===== src/rtl/sum_seq_ctrl.sv =====
// Memory-walking accumulator: sums NUM_WORDS words, tracks the max, drives a display value.
// Optional saturating sum when the macro SUM_SAT_EN is defined (default: wrap).
module sum_seq_ctrl #(
  parameter int ADDR_W    = 4,
  parameter int DATA_W    = 8,
  parameter int SUM_W     = 16,
  parameter int NUM_WORDS = 10
) (
  input  logic              clock,
  input  logic              resetN,
  input  logic              start,
  output logic [ADDR_W-1:0] mem_addr,
  input  logic [DATA_W-1:0] mem_rdata,
  output logic              busy,
  output logic              done,
  output logic [SUM_W-1:0]  sum,
  output logic [DATA_W-1:0] max_val,
  output logic              ovf,
  input  logic              disp_sel,
  output logic [SUM_W-1:0]  disp_value,
  output logic              disp_blank
);

  typedef enum logic [1:0] {
    IDLE  = 2'd0,
    READ  = 2'd1,
    DRAIN = 2'd2,
    DONE  = 2'd3
  } state_t;

  localparam logic [ADDR_W-1:0] LAST = ADDR_W'(NUM_WORDS - 1);

  state_t            state;
  state_t            state_nx;
  logic              valid;
  logic              accept;
  logic              last_rd;
  logic              carry;
  logic [SUM_W-1:0]  sum_raw;
  logic [SUM_W-1:0]  sum_nx;
  logic [DATA_W-1:0] max_nx;

  // State register
  always_ff @(posedge clock or negedge resetN) begin
    if (!resetN) state <= IDLE;
    else         state <= state_nx;
  end

  // Next-state logic; start is only honoured while idle or finished
  always_comb begin
    state_nx = state;
    unique case (state)
      IDLE:  if (start)   state_nx = READ;
      READ:  if (last_rd) state_nx = DRAIN;
      DRAIN:              state_nx = DONE;
      DONE:  if (start)   state_nx = READ;
      default:            state_nx = IDLE;
    endcase
  end

  // Output decode from the current state
  always_comb begin
    busy    = 1'b0;
    accept  = 1'b0;
    last_rd = 1'b0;
    unique case (1'b1)
      (state == READ): begin
        busy    = 1'b1;
        last_rd = (mem_addr == LAST);
      end
      (state == DRAIN): busy = 1'b1;
      (state == IDLE),
      (state == DONE):  accept = start;
      default: ;
    endcase
  end

  // Add with carry detect; saturation pins the sum once any carry was seen
  always_comb begin
    {carry, sum_raw} = {1'b0, sum} + (SUM_W + 1)'(mem_rdata);
`ifdef SUM_SAT_EN
    sum_nx = (carry || ovf) ? '1 : sum_raw;
`else
    sum_nx = sum_raw;
`endif
    max_nx = (mem_rdata > max_val) ? mem_rdata : max_val;
  end

  // Address walk, read-valid pipe and result registers
  always_ff @(posedge clock or negedge resetN) begin
    if (!resetN) begin
      mem_addr <= '0;
      valid    <= 1'b0;
      done     <= 1'b0;
      sum      <= '0;
      max_val  <= '0;
      ovf      <= 1'b0;
    end else begin
      valid <= (state == READ);
      if (accept) begin
        mem_addr <= '0;
        done     <= 1'b0;
        sum      <= '0;
        max_val  <= '0;
        ovf      <= 1'b0;
      end else begin
        if ((state == READ) && !last_rd)
          mem_addr <= mem_addr + 1'b1;
        if (state == DRAIN)
          done <= 1'b1;
        if (valid) begin
          sum     <= sum_nx;
          max_val <= max_nx;
          ovf     <= ovf | carry;
        end
      end
    end
  end

  // Display mux straight from registers
  always_comb begin
    disp_value = disp_sel ? SUM_W'(max_val) : sum;
    disp_blank = busy;
  end

endmodule


===== config.mk =====
export PLATFORM = sky130hd
export DESIGN_NAME = sum_seq_ctrl
export DESIGN_NICKNAME = d
export VERILOG_FILES = /design/src/rtl/sum_seq_ctrl.sv
export SDC_FILE = /design/constraint.sdc
export NUM_CORES = 1
export LEC_CHECK = 0
export CELL_PAD_IN_SITES_DETAIL_PLACEMENT = 0
export CELL_PAD_IN_SITES_GLOBAL_PLACEMENT = 1
export CORE_MARGIN = 2
export CORE_UTILIZATION = 45
export CTS_CLUSTER_SIZE = 40
export DETAILED_ROUTE_END_ITERATION = 7
export DONT_BUFFER_PORTS = 1
export GPL_TIMING_DRIVEN = 0
export HOLD_SLACK_MARGIN = 0.15
export PLACE_DENSITY_LB_ADDON = 0.1
export SYNTH_ARGS = -nofsm -noshare
export SYNTH_HDL_FRONTEND = slang
export SYNTH_SLANG_ARGS = --single-unit

===== constraint.sdc =====
create_clock -name clock -period 2.5 [get_ports clock]
set_clock_uncertainty 0.05 [all_clocks]
set_input_delay 0.5 -clock clock [delete_from_list [all_inputs] [get_ports clock]]
set_output_delay 0.5 -clock clock [all_outputs]
set_load 0.02 [all_outputs]

# Yosys cells after proc, flatten, opt, wreduce, memory -nomap -nowiden
# Index checks and enable logic that the tools add are counted.
# word_totals
regBits	33
in_bits	12
out_inout_bits	48
word_cells	46
# classes
add_sub_neg	2
n_lt_le_gt_ge	1
n_eq_ne	6
muxes	18
n_bitwise	1
n_reduce_logical	11
# ops
operator	count
16-bit 2-to-1 mux	3
8-bit 2-to-1 mux	3
16-bit by 8-bit adder with 17-bit output	1
8-bit > comparator	1
4-bit 2-to-1 mux	2
2-bit nonzero test	4
1-bit 2-to-1 mux	7
2-bit one-hot mux with 3 select lines	1
4-bit by 1-bit adder with 4-bit output, second input constant	1
2-bit == test, second input constant	2
4-bit == test, second input constant	1
2-bit 2-to-1 mux	2
2-bit AND reduction	2
2-bit OR reduction	2
2-bit by 1-bit == test with 1-bit output, second input constant	1
2-bit logical NOT	1
2-bit by 1-bit != test with 1-bit output, second input constant	1
2-bit != test, second input constant	1
1-bit logical AND	1
1-bit logical NOT	1
1-bit bitwise OR	1

# Logic depth before layout (Yosys ltp)
# Gate-level depths: netlist (run 1).
# logic_depth
ltp_word	6
depth_mapped	8
depth_no_buf	7

# Least setup slack after synthesis (run 1)
# No wires, ideal clock.
# synth_path
path_kind	input to register
from	input mem_rdata[0]
to	register sum[12]
setup_time_ns	0.132
t_arrival_ns	1.918
path_slack_ns	0.400
path_stages	7
path_buffers	0
cell_sequence	ha_1 -> fa_1 -> a211oi_1 -> o211ai_1 -> nand4_1 -> xor2_1 -> nor2_1
# synth_via
elab_chain_len	3
# synth_lines
item	line	rtl
start: declaration	13	input logic [DATA_W-1:0] mem_rdata,
16-bit by 8-bit adder with 17-bit output	80	{carry, sum_raw} = {1'b0, sum} + (SUM_W + 1)'(mem_rdata);
16-bit 2-to-1 mux	111	if (valid) begin
16-bit 2-to-1 mux	100	if (accept) begin
end signal: assignment	112	sum <= sum_nx;
end: declaration	16	output logic [SUM_W-1:0] sum,
# No other way between the ends. The select of a mux whose other input is x is not followed.
# A chain may end at the register's enable or synchronous reset.

# Final worst setup path (run 1)
# layout_path
from	register sum[0]
to	register sum[8]
# layout_via
elab_chain_len	3
# layout_lines
item	line
16-bit by 8-bit adder with 17-bit output	80
16-bit 2-to-1 mux	111
16-bit 2-to-1 mux	100
# No other way between the ends. The select of a mux whose other input is x is not followed.

==> results of run 1 <==
[worst max path at each step]
| stage | startpoint | end |
|---|---|---|
| 6_report | sum[0]$_DFFE_PN0P_ | sum[8]$_DFFE_PN0P_ |
| 5_1_grt | sum[0]$_DFFE_PN0P_ | sum[8]$_DFFE_PN0P_ |
| 4_1_cts | sum[0]$_DFFE_PN0P_ | sum[8]$_DFFE_PN0P_ |
| 3_5_place_dp | sum[0]$_DFFE_PN0P_ | sum[12]$_DFFE_PN0P_ |
| 3_3_place_gp | sum[0]$_DFFE_PN0P_ | sum[8]$_DFFE_PN0P_ |
| 2_1_floorplan | mem_rdata[0] | sum[12]$_DFFE_PN0P_ |
[sequential cells by signal, summed over array words and instances, names as in the netlist]
name and count:
sum 16, ovf 1, done 1, valid 1, mem_addr 4, max_val 8, state 2
[area by class of cell]
| class | instances | area share |
|---|---|---|
| multi-input cells | 191 | 0.550 |
| flip-flops and latches | 33 | 0.331 |
| well taps | 67 | 0.0336 |
| clock buffers | 6 | 0.0291 |
| inverters | 14 | 0.0210 |
| plain buffers | 11 | 0.0195 |
| repair buffers | 2 | 0.0120 |
| clock inverters | 2 | 0.00401 |
[timing repair]
item                                    in CTS  in global routing
hold buffers                                 2                  0
endpoints found under the setup margin       0                  4
gates resized for setup                      0                  1
endpoints found under the hold margin       33                  0
[power by group through the flow]
stage,Sequential [mW],Combinational (mW),Clock (mW)
6_report,1.03,1.41,0.400
5_1_grt,1.06,1.59,0.440
4_1_cts,1.04,1.41,0.413
3_5_place_dp,1.05,1.38,0
3_3_place_gp,1.04,1.37,0
2_1_floorplan,0.986,1.13,0
[logic make-up after synthesis]
group,share of synthesized area
fa+ha+maj,0.123
mux,0.0523
flops,0.360
simple gates,0.198
compound gates,0.173
xor+xnor,0.0496
buf+inv,0.0441
[metal layers]
metal / share of wire / vias to the layer above
li1: - / 910
met1: 0.48 / 872
met2: 0.46 / 44
met3: 0.055 / 5
met4: 0.0090 / 0
met5: 0 / -
[per-stage QoR]
step / cells / util / cell area (sq um)
2_1_floorplan: 249 / - / 2300
3_3_place_gp: 316 / 0.494 / 2380
3_5_place_dp: 316 / 0.494 / 2380
4_1_cts: 326 / 0.517 / 2490
5_1_grt: 326 / 0.518 / 2500
6_report: 326 / 0.518 / 2500
[worst reg2reg max path, stage by stage (launching register included)]
cell      delay [ns]
dfrtp_1         0.48
ha_1            0.27
fa_1            0.46
a211oi_2        0.30
o211ai_1        0.24
nand3_1         0.17
xor2_1          0.16
nor2_1          0.05
[placed cells by master, fill, tap and decap left out, types with 3 or more instances in the layout]
cell      Yosys  routed
clkbuf_8      0       5
nor2_1       19      19
clkbuf_1      5       6
a21oi_1      18      18
mux2_2        8       8
nand2_1      16      16
inv_1        14      14
a21o_1        3       3
nor4b_1       7       7
nor2b_1       8       8
mux2i_1       3       3
o21ai_0      21      21
o211ai_1      5       5
a211o_1       3       3
xnor2_1       5       5
o21a_1        3       3
dfrtp_1      33      33
xor2_1        8       8
nand4_1       5       5
nand3_1      12      12
ha_1         21      21
nand3b_1      4       4
==> summary.txt, run 1 <==
Main synth FF type: dfrtp_1
H-tree levels: 2
crit end category: flip-flop
GRT Max-Usage Layer: met2
Synth top cells by count: dfrtp_1 (33), ha_1 (21), o21ai_0 (21), nor2_1 (19), a21oi_1 (18)
DRT antenna net count: 0
global route overflow: 0
die height: 75.4 um
top cells by area, synth: dfrtp_1 (36%), ha_1 (11%), o21ai_0 (4.6%)
CTS tree: yes
r2r setup slk: 0.19 ns
drt via density: 5.62
share of layout cells above drive strength 1: 0.100
row cnt: 25
# diodes: 0
Final GP Congestion: 0.749
Hold Crit Class: primary input to flip-flop
Avg Synthesized Cell Area: 9.22 sq um
VDD IR max: 0.000553 V
switch share: 0.504
largest net degree at the start of global routing: 34
Total Routed Length: 5460 um
crit-path max cell delay: 0.48 ns
r2r endpoint: sum[8]$_DFFE_PN0P_
Pwr Density: 1140 nW/um^2
setup ws final: 0.188 ns
Synth Instances: 249
Warnings, synthesis: 0
Clock Latency Late Sink: 0.29 ns
clock-pin slew on the worst setup and hold paths: 0.08 ns
sequential share of the synthesized area: 0.360
critical path's top delay family: adder cells
Final Hold Viols: 0
Fin Setup TNS: 0 ns
status: finished clean
Final nets: 292
Crit Path Category: flip-flop to flip-flop
final setup vio count: 0
R2R depth: 7
vias post-DR: 1831
area of the multi-input gates: 1370 sq um
Post-Syn Nets: 283
number of max-cap violations: 0
Hold Path Origin: mem_rdata[0]
Worst Path Buf+Inv: 0
Filler cells: 499
post-synth top area share: 0.360
Post-Place Worst Slack: 0.162 ns
Post-synth EDFFs: 0
Final Max Tran Viols: 0
leakage dissipation: 1.10 nW
worst hold stages: 2
worst-case clock buffer depth: 2
port bufs: 0
Post-DP HPWL: 3930 um
Reg area: 826 sq um
hold path endpoint: max_val[0]$_DFFE_PN0P_
max_slew headroom: 0.526
most numerous cell in the Yosys netlist: dfrtp_1
Sequential Power Share: 0.363
vias in the first global route: 1677
cell area after synthesis: 2300 sq um
Sw Pwr: 1.44 mW
initial antenna violation count: 0
P_int: 1.41 mW
WP data required: 2.61 ns
CP arrival: 2.42 ns
Crit path depth: 7
CP max-delay cell: dfrtp_1
met3 usage: 0.0556
worst path cell trace: ha_1, fa_1, a211oi_2, o211ai_1, nand3_1, xor2_1, nor2_1
initial DRC count: 82
Clock power frac: 0.140
crit-path max FO: 5
drt wl/cell: 16.7 um
first-pass GRT wire length: 8360 um
hold_ws: 0.300 ns
met1 Use GR: 0.283
Worst-Margin Slew: 0.710 ns
cell taking the most area after synthesis: dfrtp_1
FMAX: 432 MHz
post-layout minimum cycle time: 2.31 ns
GRT Util Overall: 0.200
Pre-antenna DRT Iters: 4
Async S/R FF share, synth: 1.00
Area Growth Syn to Fin: 8.77%
period utilisation layout: 0.925
Startpoint Class: flip-flop
Pwr Total: 2.85 mW
IO Pins: 60
RSZ-0062 raised after global routing: false
Root Buffer Master: clkbuf_8
Comb power frac: 0.497
core box area: 4820 sq um
met2 GRT Util: 0.300
Setup Buffers After CTS: 0
Yosys reg bits: 33
die width: 75.4 um
worst r2r src: sum[0]$_DFFE_PN0P_
clock sink count: 33
Initial Utilization: 0.477
unique cell type count in the Yosys netlist: 42
Num CTS Buffers: 5
total die area: 5690 sq um
DRC Markers: 0
(Power assumes the default switching activity.)
==> run 2, diff against run 1 <==
--- a/config.mk
+++ b/config.mk
@@ -8,7 +8,7 @@
 export CELL_PAD_IN_SITES_DETAIL_PLACEMENT = 0
 export CELL_PAD_IN_SITES_GLOBAL_PLACEMENT = 1
 export CORE_MARGIN = 2
-export CORE_UTILIZATION = 45
+export CORE_UTILIZATION = 47
 export CTS_CLUSTER_SIZE = 40
 export DETAILED_ROUTE_END_ITERATION = 7
 export DONT_BUFFER_PORTS = 1
==> summary.txt, run 2 (synthesis gave the netlist of run 1 again) <==
first-pass GRT wire length: 8510 um (+1.8%)
drt via density: 5.68 (+1.1%)
largest net degree at the start of global routing: 34 (unchanged)
CP max-delay cell: dfrtp_1
worst-case clock buffer depth: 2 (unchanged)
Startpoint Class: flip-flop
initial antenna violation count: 0 (unchanged)
CTS tree: yes
crit end category: flip-flop
clock-pin slew on the worst setup and hold paths: 0.07 ns (about the same)
Crit Path Category: flip-flop to flip-flop
initial DRC count: 127 (+55%)
Final Non-Filler Cells: 326 (unchanged)
Setup Buffers After CTS: 0 (unchanged)
Fin Setup TNS: 0 ns (unchanged)
crit-path max FO: 5 (unchanged)
top flop regs: sum x16, max_val x8, mem_addr x4
Final Hold Viols: 0 (unchanged)
Pwr Density: 1150 nW/um^2 (+0.70%)
Area Growth Syn to Fin: 9.37%
Final GP Congestion: 0.748 (-0.16%)
vias post-DR: 1851 (+1.1%)
drt wl/cell: 16.2 um (-3.1%)
Root Buffer Master: clkbuf_8
critical path's top delay family: adder cells
share of layout cells above drive strength 1: 0.100 (unchanged)
Worst Path Buf+Inv: 0 (unchanged)
Final nets: 292 (unchanged)
Pre-antenna DRT Iters: 4 (unchanged)
number of max-cap violations: 0 (unchanged)
IO Pins: 60 (unchanged)
DRT antenna net count: 0 (unchanged)
die width: 73.9 um (-2.0%)
final setup vio count: 0 (unchanged)
Initial Utilization: 0.486 (+0.00947)
Largest Register: sum
max_slew headroom: 0.562 (+0.0358)
GRT Util Overall: 0.205 (+0.00548)
vias in the first global route: 1787 (+6.6%)
post-layout minimum cycle time: 2.35 ns (+0.0347 ns)
RSZ-0062 raised after global routing: false
Num CTS Buffers: 5 (unchanged)
die height: 73.9 um (-2.0%)
Final Max Tran Viols: 0 (unchanged)
Post-DP HPWL: 3880 um (-1.1%)
Clock Latency Late Sink: 0.29 ns (about the same)
core box area: 4720 sq um (-1.9%)
worst path cell trace: ha_1, fa_1, a211oi_1, o211ai_1, nand4_1, xor2_1, nor2_1
leakage dissipation: 1.11 nW (+0.75%)
VDD IR max: 0.000614 V (+11%)
DRC Markers: 0 (unchanged)
WP data required: 2.61 ns (about the same)
row cnt: 25 (unchanged)
port bufs: 0 (unchanged)
CP arrival: 2.45 ns (+0.03 ns)
crit-path max cell delay: 0.48 ns (about the same)
H-tree levels: 2 (unchanged)
global route overflow: 0 (unchanged)
most frequent cells in the layout: dfrtp_1 (33), o21ai_0 (21), ha_1 (21)
Filler cells: 459 (-8.0%)
hold_ws: 0.298 ns (-0.00216 ns)
DP Cell Count: 316 (unchanged)
Hold Crit Class: primary input to flip-flop
FMAX: 426 MHz (-1.5%)
Pwr Total: 2.88 mW (+1.3%)
fin util: 0.532 (+0.0132)
# diodes: 0 (unchanged)
clock sink count: 33 (unchanged)
most common cell after layout, fill and taps aside: dfrtp_1
total die area: 5460 sq um (-4.0%)
Worst-Margin Slew: 0.657 ns (-0.0537 ns)
period utilisation layout: 0.939 (+0.0139)
max reg flops: 16 (unchanged)
status: finished clean
Total Routed Length: 5290 um (-3.1%)
[run 2: cell type report]
class / count / area, sq um / share of cell area
tap: 67 / 83.8 / 0.0334
clock buffer: 7 / 96.3 / 0.0384
sequential: 33 / 826 / 0.329
multi-input combinational: 191 / 1370 / 0.545
buffer: 11 / 48.8 / 0.0194
timing repair buffer: 2 / 30.0 / 0.0120
clock inverter: 1 / 5.00 / 0.00199
inverter: 14 / 52.6 / 0.0209
[run 2: worst register-to-register path: cells and delay by family, from the launching register on]
| kind | cells | cell delay (ns) |
|---|---|---|
| xor+xnor | 1 | 0.16 |
| compound gates | 2 | 0.58 |
| simple gates | 2 | 0.24 |
| flops | 1 | 0.48 |
| fa+ha+maj | 2 | 0.71 |
[run 2: layer usage]
layer  GRT usage  wire, um  up-vias
met2       0.318      2410       57
met3      0.0590       295        4
li1            -         -      915
met5           0         0        -
met4      0.0606        29        0
met1       0.278      2550      875
[run 2: final timing paths]
check                                startpoint                endpoint  slack, ns  depth (start not counted)
max                          sum[0]$_DFFE_PN0P_     sum[12]$_DFFE_PN0P_       0.15                          7
max in group asynchronous                resetN  max_val[1]$_DFFE_PN0P_       1.60                          2
min reg2reg                state[1]$_DFFE_PN0P_    state[1]$_DFFE_PN0P_       0.47                          2
min in group asynchronous                resetN      sum[6]$_DFFE_PN0P_       0.61                          2
min                                mem_rdata[4]  max_val[4]$_DFFE_PN0P_       0.30                          2
max reg2reg                  sum[0]$_DFFE_PN0P_     sum[12]$_DFFE_PN0P_       0.15                          7
[run 2: repair_timing]
action	4_1_cts	5_1_grt
setup endpoints to repair	0	4
gates resized for setup	0	0
endpoints found under the hold margin	33	0
hold buffers	2	0
[run 2: metrics by stage]
stage	worst slack, ns	instance area (sq um)
after global placement	0.161	2380
after floorplan	0.400	2300
after global routing	0.000846	2510
final	0.153	2510
after detailed placement	0.145	2380
after CTS	0.126	2510
[run 2: where the power goes]
| part | total, mW | internal (mW) | leakage, nW | switching, mW |
|---|---|---|---|---|
| clock | 0.452 | 0.249 | 0.0542 | 0.203 |
| sequential | 1.03 | 0.686 | 0.429 | 0.343 |
| combinational | 1.40 | 0.528 | 0.623 | 0.873 |
| total | 2.88 | 1.46 | 1.11 | 1.42 |
==> run 3, diff against run 2 <==
--- a/config.mk
+++ b/config.mk
@@ -7,7 +7,7 @@
 export LEC_CHECK = 0
 export CELL_PAD_IN_SITES_DETAIL_PLACEMENT = 0
 export CELL_PAD_IN_SITES_GLOBAL_PLACEMENT = 1
-export CORE_MARGIN = 2
+export CORE_MARGIN = 3
 export CORE_UTILIZATION = 47
 export CTS_CLUSTER_SIZE = 40
 export DETAILED_ROUTE_END_ITERATION = 7
==> summary.txt, run 3 (synthesis gave the netlist of run 1 again) <==
most common cell after layout, fill and taps aside: dfrtp_1
status: finished clean
core box area: 4530 sq um (-4.0%)
port bufs: 0 (unchanged)
largest net degree at the start of global routing: 34 (unchanged)
max reg flops: 16 (unchanged)
CP dominant cell by count: clkbuf_1
Final Cell Area: 2510 sq um (about the same)
GRT Util Overall: 0.197 (-0.00877)
Worst-Margin Slew: 0.700 ns (+0.0431 ns)
post-layout minimum cycle time: 2.32 ns (-0.0303 ns)
Crit Path Category: primary input to output pin
crit end category: output pin
IO Pins: 60 (unchanged)
worst path cell trace: clkbuf_1, clkbuf_1, mux2_2
drt via density: 5.65 (-0.47%)
Fin Setup TNS: 0 ns (unchanged)
initial DRC count: 80 (-37%)
top flop regs: sum x16, max_val x8, mem_addr x4
met3 usage: 0.0594 (+0.000382)
met1 Use GR: 0.283 (+0.00490)
total die area: 5760 sq um (+5.5%)
row cnt: 24 (-4.0%)
Num CTS Buffers: 5 (unchanged)
setup ws final: 0.183 ns (+0.0303 ns)
Final GP Congestion: 0.768 (+2.7%)
crit-path max cell delay: 0.47 ns (about the same)
# diodes: 0 (unchanged)
H-tree levels: 2 (unchanged)
Worst Path Buf+Inv: 2 (+2)
global route overflow: 0 (unchanged)
Startpoint Class: primary input
vias post-DR: 1831 (-1.1%)
Post-DP HPWL: 3940 um (+1.4%)
DRT antenna net count: 0 (unchanged)
DRC Markers: 0 (unchanged)
Hold Crit Class: primary input to flip-flop
Clock Latency Late Sink: 0.29 ns (about the same)
initial antenna violation count: 0 (unchanged)
Post-Place Worst Slack: 0.151 ns (+0.00628 ns)
Root Buffer Master: clkbuf_8
CP arrival: 1.77 ns (-0.68 ns)
die height: 75.9 um (+2.7%)
Final Hold Viols: 0 (unchanged)
crit-path max FO: 10 (+5)
die width: 75.9 um (+2.7%)
Total Routed Length: 5400 um (+2.0%)
Final Max Tran Viols: 0 (unchanged)
met2 GRT Util: 0.283 (-0.0352)
critical path's top delay family: buffers and inverters
Pwr Density: 1150 nW/um^2 (+0.25%)
leakage dissipation: 1.11 nW (about the same)
vias in the first global route: 1700 (-4.9%)
GRT Max-Usage Layer: met2
Setup Buffers After CTS: 0 (unchanged)
CTS tree: yes
clock-pin slew on the worst setup and hold paths: 0.07 ns (about the same)
fin util: 0.554 (+0.0227)
clock sink count: 33 (unchanged)
Final Non-Filler Cells: 324 (-0.61%)
first-pass GRT wire length: 8420 um (-1.1%)
RSZ-0062 raised after global routing: false
DP Cell Count: 314 (-0.63%)
drt wl/cell: 16.7 um (+2.7%)
Filler cells: 407 (-11%)
DP Area: 2380 sq um (-0.11%)
most frequent cells in the layout: dfrtp_1 (33), o21ai_0 (21), ha_1 (21)
Pwr Total: 2.89 mW (+0.35%)
WP data required: 1.95 ns (-0.66 ns)
FMAX: 432 MHz (+1.3%)
max_slew headroom: 0.533 (-0.0287)
Pre-antenna DRT Iters: 4 (unchanged)
Area Growth Syn to Fin: 9.48% (about the same)
number of max-cap violations: 0 (unchanged)
Initial Utilization: 0.506 (+0.0203)
worst-case clock buffer depth: 2 (unchanged)
final setup vio count: 0 (unchanged)
Largest Register: sum
Final nets: 292 (unchanged)
CP max-delay cell: clkbuf_1
hold_ws: 0.297 ns (-0.000911 ns)
VDD IR max: 0.000742 V (+21%)
share of layout cells above drive strength 1: 0.104 (+0.00386)
period utilisation layout: 0.927 (-0.0121)
run 3: cell counts in the layout (fill, tap and decap cells not counted):
No cell type changed its count.
run 3: final timing paths:
kind	start	end	slack, ns	cells after the start
max reg2reg	sum[0]$_DFFE_PN0P_	sum[8]$_DFFE_PN0P_	0.19	7
min reg2reg	state[1]$_DFFE_PN0P_	state[1]$_DFFE_PN0P_	0.48	2
min	mem_rdata[6]	max_val[6]$_DFFE_PN0P_	0.30	2
min in group asynchronous	resetN	sum[11]$_DFFE_PN0P_	0.61	2
max	disp_sel	disp_value[7]	0.18	3
max in group asynchronous	resetN	state[1]$_DFFE_PN0P_	1.61	2
run 3: power breakdown:
part | internal [mW] | switching (mW)
sequential | 0.686 | 0.342
clock | 0.249 | 0.212
combinational | 0.531 | 0.873
run 3: layout make-up:
cell class | count | area (sq um) | area share
multi-input cells | 191 | 1370 | 0.547
flip-flops and latches | 33 | 826 | 0.329
clock buffers | 7 | 96.3 | 0.0383
well taps | 65 | 81.3 | 0.0324
inverters | 14 | 52.6 | 0.0209
plain buffers | 11 | 48.8 | 0.0194
repair buffers | 2 | 30.0 | 0.0119
clock inverters | 1 | 5.00 | 0.00199
run 3: per-layer routing:
layer	vias up	wire (um)
li1	910	-
met1	857	2530
met2	59	2410
met3	5	407
met4	0	46
met5	-	0
run 3: worst reg2reg max path, delay by kind of cell (launching register included):
kind | cells | cell delay, ns
xor+xnor | 1 | 0.16
simple gates | 2 | 0.23
flops | 1 | 0.48
compound gates | 2 | 0.53
fa+ha+maj | 2 | 0.73
run 3: what timing repair did:
item,4_1_cts,5_1_grt
setup endpoints to repair,0,5
endpoints found under the hold margin,33,0
resized for setup,0,1
hold buffers,2,0
